<file path="src/rtl/dct_pkg.sv">
// Shared definitions for the DCT frame scheduler: FSM encodings, bank names
// and the block size.
package dct_pkg;

    typedef enum logic [2:0] {
        IDLE      = 3'd0,
        WAIT_FULL = 3'd1,
        START     = 3'd2,
        RUN       = 3'd3,
        RELEASE   = 3'd4,
        DONE      = 3'd5
    } state_t;

    localparam logic BANK_A        = 1'b0;
    localparam logic BANK_B        = 1'b1;
    localparam int   BLOCK_SAMPLES = 64;

endpackage

</file>
<file path="src/rtl/rise_detect.sv">
// Registered rising-edge detector; lets a level-style completion signal be
// consumed exactly once per assertion.
module rise_detect (
    input  logic Clock,
    input  logic Reset,
    input  logic din,
    output logic rise
);

    logic din_q;

    always_ff @(posedge Clock or posedge Reset) begin
        if (Reset) begin
            din_q <= 1'b0;
        end else begin
            din_q <= din;
        end
    end

    assign rise = din & ~din_q;

endmodule

</file>
<file path="src/rtl/dct_frame_scheduler.sv">
// Frame-level scheduler for the 8x8 DCT core: ping-pong bank ownership,
// core start pulse, block coordinates and frame completion.
module dct_frame_scheduler
    import dct_pkg::*;
#(
    parameter int BLOCKS_X = 4,
    parameter int BLOCKS_Y = 4,
    parameter int CNT_W    = 8
) (
    input  logic             Clock,
    input  logic             Reset,
    input  logic             Frame_Start,
    input  logic             Fill_Done,
    output logic             Fill_Ready,
    output logic             Fill_Bank,
    output logic             Core_Start,
    input  logic             Core_Ready,
    output logic             Proc_Bank,
    output logic [CNT_W-1:0] Block_X,
    output logic [CNT_W-1:0] Block_Y,
    output logic             Busy,
    output logic             Frame_Done,
    output logic             Overrun
);

    localparam int TOTAL = BLOCKS_X * BLOCKS_Y;
    localparam int FC_W  = $clog2(TOTAL + 1);
    localparam logic [FC_W-1:0]  TOTAL_C = FC_W'(TOTAL);
    localparam logic [CNT_W-1:0] LAST_X  = CNT_W'(BLOCKS_X - 1);
    localparam logic [CNT_W-1:0] LAST_Y  = CNT_W'(BLOCKS_Y - 1);

    state_t            state, state_next;
    logic [1:0]        full;
    logic [FC_W-1:0]   fill_count;
    logic              proc_bank, fill_bank, overrun;
    logic [CNT_W-1:0]  block_x, block_y;
    logic              ready_rise, fill_accept, is_last;

    rise_detect u_ready_rise (
        .Clock (Clock),
        .Reset (Reset),
        .din   (Core_Ready),
        .rise  (ready_rise)
    );

    assign Busy        = (state != IDLE);
    assign Fill_Ready  = Busy && !full[fill_bank] && (fill_count < TOTAL_C);
    assign fill_accept = Fill_Done && Fill_Ready;
    assign is_last     = (block_x == LAST_X) && (block_y == LAST_Y);

    assign Fill_Bank = fill_bank;
    assign Proc_Bank = proc_bank;
    assign Block_X   = block_x;
    assign Block_Y   = block_y;
    assign Overrun   = overrun;

    always_ff @(posedge Clock or posedge Reset) begin
        if (Reset) begin
            state <= IDLE;
        end else begin
            state <= state_next;
        end
    end

    always_comb begin
        state_next = state;
        Core_Start = 1'b0;
        Frame_Done = 1'b0;
        case (state)
            IDLE:      if (Frame_Start) state_next = WAIT_FULL;
            WAIT_FULL: if (full[proc_bank]) state_next = START;
            START: begin
                Core_Start = 1'b1;
                state_next = RUN;
            end
            RUN:       if (ready_rise) state_next = RELEASE;
            RELEASE:   state_next = is_last ? DONE : WAIT_FULL;
            DONE: begin
                Frame_Done = 1'b1;
                state_next = IDLE;
            end
            default:   state_next = IDLE;
        endcase
    end

    // Fill-side set and release-side clear never hit the same bank in one
    // cycle, because Fill_Ready is low whenever Fill_Bank's bank is still full.
    always_ff @(posedge Clock or posedge Reset) begin
        if (Reset) begin
            full       <= 2'b00;
            fill_count <= '0;
            proc_bank  <= BANK_A;
            fill_bank  <= BANK_A;
            overrun    <= 1'b0;
            block_x    <= '0;
            block_y    <= '0;
        end else if (state == IDLE) begin
            if (Frame_Start) begin
                full       <= 2'b00;
                fill_count <= '0;
                proc_bank  <= BANK_A;
                fill_bank  <= BANK_A;
                overrun    <= 1'b0;
                block_x    <= '0;
                block_y    <= '0;
            end
        end else begin
            // Loader pulses outside a frame are not overruns: no bank is on offer.
            if (fill_accept) begin
                full[fill_bank] <= 1'b1;
                fill_bank       <= ~fill_bank;
                fill_count      <= fill_count + 1'b1;
            end else if (Fill_Done) begin
                overrun <= 1'b1;
            end
            if (state == RELEASE) begin
                full[proc_bank] <= 1'b0;
                proc_bank       <= ~proc_bank;
                if (!is_last) begin
                    if (block_x == LAST_X) begin
                        block_x <= '0;
                        block_y <= block_y + 1'b1;
                    end else begin
                        block_x <= block_x + 1'b1;
                    end
                end
            end
        end
    end

endmodule
</file>
<file path="config.mk">
export PLATFORM = sky130hd
export DESIGN_NAME = dct_frame_scheduler
export DESIGN_NICKNAME = d
export VERILOG_FILES = /design/src/rtl/dct_pkg.sv /design/src/rtl/rise_detect.sv /design/src/rtl/dct_frame_scheduler.sv
export SDC_FILE = /design/constraint.sdc
export NUM_CORES = 1
export LEC_CHECK = 0
export CAP_MARGIN = 20
export CORE_AREA = 2 2 59 61
export CTS_CLUSTER_SIZE = 10
export DETAILED_ROUTE_END_ITERATION = 7
export DIE_AREA = 0 0 61 63
export GPL_TIMING_DRIVEN = 1
export PLACE_DENSITY = 0.74
export SLEW_MARGIN = 5
export SYNTH_ARGS = -nofsm -noshare
export SYNTH_HDL_FRONTEND = slang
export SYNTH_HIERARCHICAL = 1
export SYNTH_SLANG_ARGS = --single-unit
</file>
<file path="constraint.sdc">
create_clock -name Clock -period 2.5 [get_ports Clock]
set_input_delay 0.25 -clock Clock [delete_from_list [all_inputs] [get_ports Clock]]
set_output_delay 0.25 -clock Clock [all_outputs]
set_load 0.02 [all_outputs]
</file>
### After elaboration in Yosys (flattened, before gate mapping)

Index checks and enable logic that the tools add are counted.

* register bits: 30
* input port bits: 5
* output and inout port bits: 23
* word-level logic and storage cells: 95

* $add $sub $neg: 3
* magnitude comparators: 5
* eq/ne operators: 12
* multiplexer cells: 40
* bitwise operators: 7
* reductions and logical operators: 19

Operators with widths (count)
* $mux W8: 9
* $add A8 B1 Y8 const B: 2
* $eq A8 B2 Y1 const B: 2
* $mux W1: 16
* $mux W5: 3
* $pmux W3 S5: 1
* $mux W3: 4
* $mux W2: 5
* $reduce_and A3 Y1: 3
* $reduce_bool A2 Y1: 4
* $eq A3 B2 Y1 const B: 2
* $eq A3 B3 Y1 const B: 2
* $logic_and A1 B1 Y1: 6
* $ne A2 B2 Y1 const B: 3
* $add A5 B1 Y5 const B: 1
* $lt A5 B5 Y1 const B: 1
* $lt A1 B2 Y1 const B: 2
* $ne A2 B1 Y1 const B: 2
* $reduce_and A2 Y1: 2
* $reduce_and A4 Y1: 1
* $eq A3 B1 Y1 const B: 1
* $logic_not A3 Y1: 1
* $not A1 Y1: 3
* $reduce_bool A3 Y1: 1
* other kinds (7): 9

### Logic depth before layout (Yosys ltp)

* depth after elaboration: 11
* depth in mapped cells: 7
* mapped depth without buffers: 6

### Modules after synthesis

Netlist, hierarchy kept.

Modules (own cells, without submodules)
* dct_frame_scheduler: instances 1, cells each 171, area an instance 1562.7 um^2, seq. area each 725.7 um^2
* rise_detect: instances 1, cells each 3, area an instance 42.5 um^2, seq. area each 25.0 um^2

### Least setup slack after synthesis

No wires, ideal clock.

* kind: flip-flop to flip-flop
* start: reg block_x[0], in the netlist Block_X[0]
* end: reg block_y[5], in the netlist Block_Y[5]
* library setup time: 136 ps
* arrival time: 2006 ps
* data required time: 2364 ps
* setup slack: 358 ps
* stages on the path, launching flop included: 8
* path buffers: 1
* period minus slack after synthesis: 2142 ps
* cells stage by stage: dfrtp_1 -> ha_1 -> or4b_4 -> nor2_4 -> a21oi_2 -> buf_2 -> o41ai_1 -> a21oi_1

* word-level cells in the longest chain between the ends: 4
* elaborated cells between the ends (all ways): 5
* those cells by class: eq/ne (2); reduce/logical (3)

Ends and longest elaborated chain
* start, declared: line dct_frame_scheduler.sv:36 `logic [CNT_W-1:0] block_x, block_y;`
* start signal, assigned: line dct_frame_scheduler.sv:124 `block_x <= block_x + 1'b1;`
* $eq A8 B2 Y1 (*): line dct_frame_scheduler.sv:49, dct_frame_scheduler.sv:120
* $logic_and A1 B1 Y1: line dct_frame_scheduler.sv:49 `assign is_last = (block_x == LAST_X) && (block_y == LAST_Y);`
* $ne A2 B1 Y1 (no line)
* $reduce_and A4 Y1 (no line) (*)
* end signal, assigned: line dct_frame_scheduler.sv:122 `block_y <= block_y + 1'b1;`
* end, declared: line dct_frame_scheduler.sv:36

Every way passes the cells marked *; elsewhere a longest branch is shown, timed or not.
A chain may end at the register's enable or synchronous reset.

### Worst setup path in the final report

* start: reg state[2]
* end: out Busy

* word-level cells in the longest chain between the ends: 1

Ends and longest elaborated chain
* start, declared: line dct_frame_scheduler.sv:32 `state_t state, state_next;`
* start signal, assigned: line dct_frame_scheduler.sv:61 `state <= state_next;`
* $reduce_bool A3 Y1: line dct_frame_scheduler.sv:46 `assign Busy = (state != IDLE);`
* end, declared: line dct_frame_scheduler.sv:21 `output logic Busy,`

Every way passes these cells.

==> flow_summary.json <==
{
  "fin_area_mm2": 0.00199,
  "drt_iter0_markers": 39,
  "antenna_found_initial": 0,
  "placed_cell_area_mm2": 0.00195,
  "drv_slew": 0,
  "required_ns": 2.25,
  "via_per_inst": 5.68,
  "clkTransAtPathRegs_ns": 0.09,
  "area_growth_pct": 24.1,
  "drv_cap": 0,
  "min_period_over_period_pct": 91.4,
  "worst_pin_slew_ns": 0.680,
  "syn_nets": 182,
  "clk_path_buf_depth": 2,
  "hold_path_class": "in -> async",
  "multi_input_area_um2": 812,
  "async_flop_share_pct": 100,
  "finClkSkew_ns": 0.00898,
  "hold_buffers": 0,
  "rows": 21,
  "period_needed_ns": 2.29,
  "worstSetupPathType": "reg -> out",
  "post-dp-hpwl_um": 2720,
  "synth_cell_type_count": 46,
  "grt_overflow": 0,
  "avgSynthCellArea_um2": 9.23,
  "htreeDepth": 2,
  "ir_drop_mv": 0.591,
  "finish.utilization_pct": 61.6,
  "grt_pass1_wl_um": 6390,
  "maxSlewHeadroom_pct": 54.2,
  "cts_setup_buffers": 0,
  "wl_um": 3700,
  "outcome": "finished clean",
  "grt_pass1_vias": 1424,
  "drt_first_pass_iters": 4,
  "io_pins": 28,
  "postSynthCellCount": 174,
  "synth_edf_count": 0,
  "cts.sinks": 30,
  "die_w_um": 61,
  "syn-cell-area_mm2": 0.00161,
  "ys_ff_latch": 30,
  "post_cts_resized": 0,
  "timing.fmax_ghz": 0.438,
  "totalNegativeSetupSlack_ns": 0,
  "p_leak_uw": 0.000805,
  "hold_viol": 0,
  "rsz0062_at_grt": "false",
  "dieHeight_um": 63,
  "seqCellArea_um2": 751,
  "grt_max_degree": 30,
  "diodes": 0,
  "crit_fanout": 13,
  "synth.area.top_cells": "dfrtp_1 (47%), o21ai_0 (5.9%), nand2_1 (4.9%)",
  "ys_seq_area_share_pct": 46.8,
  "drive_above_1_share_pct": 8.70,
  "worstPathArrival_ns": 2.04,
  "ys_warn_count": 6,
  "clk_latency_ns": 0.32,
  "numPortBuffers": 27,
  "setup_viol": 0,
  "synth_flop_cell": "dfrtp_1",
  "n_fill_cell": 291,
  "core_mm2": 0.00323,
  "gp_congestion": 0.838,
  "cts_made_buffers": 5,
  "vias": 1436,
  "grt_usage_pct": 22.0,
  "die-area_mm2": 0.00384,
  "crit_path_end_kind": "output pin",
  "post-route-drc-count": 0,
  "cts_tree": "done",
  "ant_nets": 0,
  "start_kind": "flop",
  "start_util_pct": 49.7,
  "synth_top_area_share_pct": 46.8,
  "synth_top_area_cell": "dfrtp_1",
  "p_per_area_mw_per_mm2": 1030,
  "final_nets": 215,
  "routedWlPerCell_um": 14.6,
  "clock-root-buffer": "clkbuf_4"
}
## cell usage in the layout, fill, tap and decap left out, types with 2 or more instances in the layout
cell | Yosys | layout
a21oi_1 | 8 | 8
a21oi_2 | 2 | 2
a32o_1 | 2 | 2
and3_1 | 2 | 2
buf_4 | 0 | 5
clkbuf_1 | 5 | 2
clkbuf_4 | 0 | 5
clkdlybuf4s50_1 | 0 | 27
dfrtp_1 | 30 | 30
ha_1 | 3 | 3
inv_1 | 5 | 5
mux2i_1 | 2 | 2
nand2_1 | 21 | 21
nand3_1 | 9 | 9
nor2_1 | 18 | 18
nor3_1 | 4 | 4
nor4_1 | 2 | 2
o21ai_0 | 19 | 19
o31ai_1 | 8 | 8
or3_1 | 3 | 3
or4_1 | 2 | 2
xor2_1 | 2 | 2
## registers in the layout, indices dropped and copies added, names as in the netlist
name / cells
Block_X: 8
Block_Y: 8
fill_count: 5
state: 3
full: 2
Fill_Bank: 1
Overrun: 1
Proc_Bank: 1
u_ready_rise/din_q: 1
## logic make-up (layout without fill, tap and decap cells)
group,after synthesis,in the layout,synth area share [%]
AO/OA/AOI/OAI,52,52,21.4
XOR/XNOR,2,2,1.09
adder cells (fa/ha/maj),3,3,2.34
buffers and inverters,11,44,2.65
flip-flops,30,30,46.8
multiplexers,3,3,1.95
AND/OR/NAND/NOR,73,73,23.8
## synth_stat cells (2+ instances only)
| library cell | n |
|---|---|
| nor3_1 | 4 |
| and3_1 | 2 |
| nand3_1 | 9 |
| mux2i_1 | 2 |
| o21ai_0 | 19 |
| ha_1 | 3 |
| or4_1 | 2 |
| nor2_1 | 18 |
| a21oi_1 | 8 |
| inv_1 | 5 |
| nor4_1 | 2 |
| a21oi_2 | 2 |
| o31ai_1 | 8 |
| or3_1 | 3 |
| xor2_1 | 2 |
| nand2_1 | 21 |
| clkbuf_1 | 5 |
| dfrtp_1 | 30 |
| a32o_1 | 2 |
## path summary, 6_finish.rpt
check	startpoint	endpoint	slack (ns)	cells after the start
worst max-delay path	state[2]$_DFFE_PP0P_	Busy	0.21	3
worst min-delay path	Reset	u_ready_rise/din_q$_DFF_PP0_	0.08	2
worst max register to register	Block_X[0]$_DFFE_PP0P_	Block_Y[7]$_DFFE_PP0P_	0.26	6
worst min register to register	Overrun$_DFFE_PP0P_	Overrun$_DFFE_PP0P_	0.50	1
max in group asynchronous	Reset	Block_X[7]$_DFFE_PP0P_	1.90	3
min in group Clock	Core_Ready	u_ready_rise/din_q$_DFF_PP0_	0.41	1
## where the power goes
group / switching, uW / total [uW] / internal [uW] / leakage (uW)
registers: 167 / 794 / 626 / 0.000388
clock network: 151 / 257 / 106 / 0.0000254
logic: 571 / 1000 / 434 / 0.000392
## critical path: stages, from the launching register on
cell	delay [ns]
dfrtp_1	0.53
nor3_2	0.45
inv_1	0.17
clkdlybuf4s50_1	0.57
## per-stage QoR
step / setup WS, ns / power (uW) / instances / hold WS [ns]
final: 0.215 / 2060 / 253 / 0.0813
after global routing: 0.0436 / 2230 / 253 / 0.0913
after CTS: 0.237 / 2070 / 253 / 0.0774
after detailed placement: 0.269 / 1810 / 246 / 0.427
after global placement: 0.386 / 1760 / 246 / 0.417
after floorplan: 0.358 / 1400 / 174 / -0.0213
## layout make-up
type | instances | share of cell area, %
multi-input cells | 133 | 40.8
clock buffers | 7 | 2.26
repair buffers | 32 | 15.5
flip-flops and latches | 30 | 37.7
inverters | 5 | 0.942
well taps | 46 | 2.89
## layer usage
layer	vias to the layer above	share of wire [%]	track usage [%]	wire (um)
li1	704	-	-	-
met1	698	44	29.3	1630
met2	28	51	34.7	1900
met3	6	3.6	5.38	134
met4	0	1.2	6.79	44
met5	-	0	0	0
No activity file was read; power rests on OpenSTA's default activity.
